$ cat config.mk
export PLATFORM = sky130hd
export DESIGN_NAME = adder_sequencer
export DESIGN_NICKNAME = d
export VERILOG_FILES = /design/src/rtl/adder_sequencer.sv
export SDC_FILE = /design/constraint.sdc
export NUM_CORES = 1
export LEC_CHECK = 0
export CAP_MARGIN = 20
export CORE_UTILIZATION = 50
export CTS_BUF_LIST = sky130_fd_sc_hd__clkbuf_8
export CTS_CLUSTER_DIAMETER = 50
export DETAILED_ROUTE_END_ITERATION = 7
export DONT_BUFFER_PORTS = 1
export HOLD_SLACK_MARGIN = 0.05
export MAX_ROUTING_LAYER = met4
export SLEW_MARGIN = 25
export SYNTH_ARGS = -nofsm -noshare
export SYNTH_HDL_FRONTEND = slang
export SYNTH_SLANG_ARGS = --single-unit
$ cat constraint.sdc
create_clock -name clk -period 2.44 [get_ports clk]
set_input_delay 0.122 -clock clk [delete_from_list [all_inputs] [get_ports clk]]
set_output_delay 0.122 -clock clk [all_outputs]
set_load 0.005 [all_outputs]
$ cat src/rtl/adder_sequencer.sv
// Debounced two-operand signed nibble adder feeding the hex display decoder.
// Define ADDER_SEQUENCER_SUBTRACT_EN to add the op_sub input (a - b on request).
module adder_sequencer #(
  parameter int DEBOUNCE_CYCLES = 500000,
  parameter int CNT_W           = 20
) (
  input  logic       clk,
  input  logic       rst_n,
  input  logic [3:0] sw,
  input  logic       btn_n,
`ifdef ADDER_SEQUENCER_SUBTRACT_EN
  input  logic       op_sub,
`endif
  output logic [3:0] val,
  output logic       ovf,
  output logic [1:0] stage
);

  typedef enum logic [1:0] {
    S_A   = 2'b00,
    S_B   = 2'b01,
    S_SUM = 2'b10,
    S_BAD = 2'b11
  } state_e;

  localparam logic [CNT_W-1:0] CNT_MAX = CNT_W'(DEBOUNCE_CYCLES - 1);

  logic [3:0]       sw_s1_q, sw_s2_q;
  logic             btn_s1_q, btn_s2_q;
  logic             btn_db_q, btn_db_d;
  logic [CNT_W-1:0] cnt_q, cnt_d;
  logic             press;
  state_e           state_q, state_d;
  logic [3:0]       a_q, a_d, b_q, b_d, sum_q, sum_d;
  logic [3:0]       val_q, val_d;
  logic             ovf_q, ovf_d;
  logic             sum_ovf;
`ifdef ADDER_SEQUENCER_SUBTRACT_EN
  logic             op_s1_q, op_s2_q;
  logic             op_q, op_d;
`endif

  // Debounce: the button level must disagree with the accepted level for
  // DEBOUNCE_CYCLES consecutive cycles before it is taken.
  // NOTE: every always_comb output gets a default first so no latch is inferred.
  always_comb begin
    cnt_d    = cnt_q;
    btn_db_d = btn_db_q;
    press    = 1'b0;
    if (btn_s2_q == btn_db_q) begin
      cnt_d = '0;
    end else if (cnt_q == CNT_MAX) begin
      btn_db_d = btn_s2_q;
      cnt_d    = '0;
      press    = ~btn_s2_q;
    end else begin
      cnt_d = cnt_q + 1'b1;
    end
  end

  // Overflow of the stored result, derived from the latched operands.
`ifdef ADDER_SEQUENCER_SUBTRACT_EN
  assign sum_ovf = op_q ? ((a_q[3] != b_q[3]) && (sum_q[3] != a_q[3]))
                        : ((a_q[3] == b_q[3]) && (sum_q[3] != a_q[3]));
`else
  assign sum_ovf = (a_q[3] == b_q[3]) && (sum_q[3] != a_q[3]);
`endif

  // Next-state and operand capture.
  always_comb begin
    state_d = state_q;
    a_d     = a_q;
    b_d     = b_q;
    sum_d   = sum_q;
`ifdef ADDER_SEQUENCER_SUBTRACT_EN
    op_d    = op_q;
`endif
    unique case (state_q)
      S_A: if (press) begin
        a_d     = sw_s2_q;
        state_d = S_B;
      end
      S_B: if (press) begin
        b_d     = sw_s2_q;
`ifdef ADDER_SEQUENCER_SUBTRACT_EN
        op_d    = op_s2_q;
        sum_d   = op_s2_q ? (a_q - sw_s2_q) : (a_q + sw_s2_q);
`else
        sum_d   = a_q + sw_s2_q;
`endif
        state_d = S_SUM;
      end
      S_SUM: if (press) state_d = S_A;
      default: state_d = S_A;
    endcase
  end

  // Registered output values.
  always_comb begin
    val_d = 4'h0;
    ovf_d = 1'b0;
    unique case (state_q)
      S_A, S_B: val_d = sw_s2_q;
      S_SUM: begin
        val_d = sum_q;
        ovf_d = press ? 1'b0 : sum_ovf;
      end
      default: begin
        val_d = 4'h0;
        ovf_d = 1'b0;
      end
    endcase
  end

  // NOTE: state flops use non-blocking assignments so all update together.
  always_ff @(posedge clk or negedge rst_n) begin
    if (!rst_n) begin
      sw_s1_q  <= 4'h0;
      sw_s2_q  <= 4'h0;
      btn_s1_q <= 1'b1;
      btn_s2_q <= 1'b1;
      btn_db_q <= 1'b1;
      cnt_q    <= '0;
      state_q  <= S_A;
      a_q      <= 4'h0;
      b_q      <= 4'h0;
      sum_q    <= 4'h0;
      val_q    <= 4'h0;
      ovf_q    <= 1'b0;
`ifdef ADDER_SEQUENCER_SUBTRACT_EN
      op_s1_q  <= 1'b0;
      op_s2_q  <= 1'b0;
      op_q     <= 1'b0;
`endif
    end else begin
      sw_s1_q  <= sw;
      sw_s2_q  <= sw_s1_q;
      btn_s1_q <= btn_n;
      btn_s2_q <= btn_s1_q;
      btn_db_q <= btn_db_d;
      cnt_q    <= cnt_d;
      state_q  <= state_d;
      a_q      <= a_d;
      b_q      <= b_d;
      sum_q    <= sum_d;
      val_q    <= val_d;
      ovf_q    <= ovf_d;
`ifdef ADDER_SEQUENCER_SUBTRACT_EN
      op_s1_q  <= op_sub;
      op_s2_q  <= op_s1_q;
      op_q     <= op_d;
`endif
    end
  end

  assign val   = val_q;
  assign ovf   = ovf_q;
  assign stage = state_q;

endmodule

==> flow_summary_export.csv <==
group,metric,value,unit
sta,tightest_slew,450,ps
logic_synthesis,ys_seq_area_share,54.5,%
min_path,hold_class,"input pin to asynchronous set/reset pin",
logic_synthesis,syn_avg_cell_area,11.8,um^2
worst_setup_path,end_kind,"register",
sta,rsz0062_at_grt,"false",
drt,met2_length,1640,um
placement,gp_congestion,0.865,
drt,drt-pass1-iter-count,4,
drt,avgRoutedWirePerCell,15.1,um
cts,clk_pin_slew,90,ps
power,powerDensity,599,mW/mm^2
sta,setup_viol,0,
worst_setup_path,required,2630,ps
finish,area_growth,11.1,%
sta,worst_slack,337,ps
power,peakVddDrop,0.000496,V
logic_synthesis,synth_cell_types,42,
floorplanning,fp.dieH,67.8,um
sta,worst_clock_skew,12.6,ps
logic_synthesis,ys_seq_elements,47,
cts,h-tree-depth,2,
global_routing,grt_max_degree,48,
finish,nets,207,
power,cellLeakagePower,1.02,nW
global_routing,antenna_found_initial,0,
drt,met3_length,120,um
drt,ant_nets,0,
drt,finalWirelength,3720,um
finish,final_cell_count_no_fill,246,
drt,drt-met1-wl,1890,um
worst_setup_path,ff2ff_setup_slack,340,ps
logic_synthesis,synth_nets,196,
cts,cts_root_buffer,"clkbuf_8",
worst_setup_path,crit_fanout,6,
worst_setup_path,r2r-start,"cnt_q[0]",
status,status,"completed",
drt,drcViolationCount,0,
drt,drtIter0Drc,124,
placement,portBuffers,0,
drt,viasPerCell,5.58,
sta,fin_tns_setup,0,ps
floorplanning,die-width,67.8,um
finish,multi_input_area,917,um^2
cts,post_cts_resized,0,
finish,postLayoutCoreUtil,58.8,%
placement,place_ws,335,ps
drt,routed.top_layer,"met4",
sta,max_freq,475,MHz
floorplanning,die_area,0.00459,mm^2
worst_setup_path,start_kind,"register",
worst_setup_path,crit_start,"cnt_q[0]",
cts,cts_tree,"built",
logic_synthesis,yosys_warnings,0,
placement,hpwl,2530,um
worst_setup_path,reg2reg_depth,5,
finish,diodes,0,
finish,fillers,360,
global_routing,grt_overflow,0,
placement,placed_cells,231,
sta,relSlewSlack,69.8,%
sta,min_period,2100,ps
finish,layout_common_cells,"44 x dfrtp_1, 21 x nor2_1, 12 x xnor2_1, 10 x nand2_1, 9 x inv_1",
global_routing,groute.usage.overall,20.2,%
finish,register_area,0.00118,mm^2
worst_setup_path,critPathKind,"register to register",
sta,fin_crit_sh,86.2,%
worst_setup_path,critPathCapture,"b_q[3]",
cts,cts.sinks,47,
cts,cts_hold_buf,7,
worst_setup_path,r2r-end,"b_q[3]",
cts,clock_latency,300,ps
worst_setup_path,arrival,2300,ps
logic_synthesis,synth_edf_count,0,
logic_synthesis,synth_ff_type,"dfrtp_1",
sta,finalHoldViolCount,0,
finish,drive_gt1_share,17.3,%
floorplanning,core_area,0.00409,mm^2
cts,numCtsBuffers,5,
drt,route.vias.total,1372,
run,cap_violations,0,
cts,cts_setup_buffers,0,
logic_synthesis,synth_cells,184,
global_routing,grt_pass1_vias,1386,
finish,mostFrequentLayoutCell,"dfrtp_1",
floorplanning,initial_utilization,52.9,%
sta,finalMaxSlewViolations,0,
sta,whs,332,ps
logic_synthesis,synthArstFlopShare,100,%
cts,clock_path_buffers,2,
logic_synthesis,netlist_area,0.00216,mm^2
floorplanning,row_count,23,
global_routing,grt_pass1_wl,6480,um
floorplanning,ios,14,
kinds of logic after synthesis:
kind of cell	after synthesis	synth area share (%)
flops	47	54.5
mux	12	6.02
fa+ha+maj	5	3.24
buf+inv	13	3.06
simple gates	74	21.3
xor+xnor	19	7.69
compound gates	14	4.11
report_power, final:
part / leakage, nW / switching, W / internal, W
sequential: 0.616 / 0.0000109 / 0.000795
combinational: 0.346 / 0.0000321 / 0.0000215
clock: 0.0548 / 0.000270 / 0.000309
cell usage after synthesis (all sizes together), types with 2 or more instances:
master | n | share of area (%)
dfstp | 3 | 3.6
nor4 | 7 | 4.0
nor2 | 21 | 3.6
nand2 | 11 | 2.0
o21ai | 3 | 0.69
and4 | 4 | 1.7
a21oi | 5 | 1.2
xnor2 | 12 | 4.9
nor3 | 7 | 2.1
buf | 3 | 1.3
dfrtp | 44 | 51
nand3 | 9 | 2.7
nand4 | 7 | 2.3
xor2 | 7 | 2.8
mux2 | 8 | 4.2
o21bai | 2 | 0.87
inv | 9 | 1.6
ha | 4 | 2.3
mux2i | 4 | 1.9
critical path, cell delays in order (launching register included):
cell,delay (ps)
dfrtp_1,410
ha_1,240
and4_1,370
nand3_4,170
nor4_4,430
mux2_2,390
per-stage QoR:
stage               area, um^2  power [W]
floorplan                 2160   0.000840
global placement          2200   0.000848
detailed placement        2200   0.000848
CTS                       2400    0.00145
global route              2400    0.00150
finish                    2400    0.00144
registers in the layout (all words and copies together) (netlist names):
| register | count |
|---|---|
| sw_s1_q | 4 |
| btn_db_q | 1 |
| b_q | 1 |
| ovf | 1 |
| btn_s1_q | 1 |
| val | 4 |
| a_q | 4 |
| sum_q | 4 |
| sw_s2_q | 4 |
| cnt_q | 20 |
| stage | 2 |
| btn_s2_q | 1 |
area by class of cell:
type	instances	share of cell area, %
clock buffer	5	2.86
clock inverter	3	1.93
inverter	9	1.41
multi-input combinational	124	38.2
sequential	47	49.1
tap	50	2.60
timing repair buffer	8	3.96
how the worst min path moves through the flow:
stage	startpoint	end	depth (start not counted)
2_1_floorplan	rst_n	a_q[0]	0
3_3_place_gp	rst_n	val[1]	0
3_5_place_dp	rst_n	val[0]	0
4_1_cts	rst_n	cnt_q[7]	2
5_1_grt	btn_n	btn_s1_q	1
6_report	rst_n	cnt_q[7]	2
per-layer routing:
layer	global-route usage (%)	vias up
met5	-	-
met4	7.81	0
met3	4.90	6
met2	29.2	29
met1	27.2	673
li1	-	664
(Power assumes the default switching activity.)
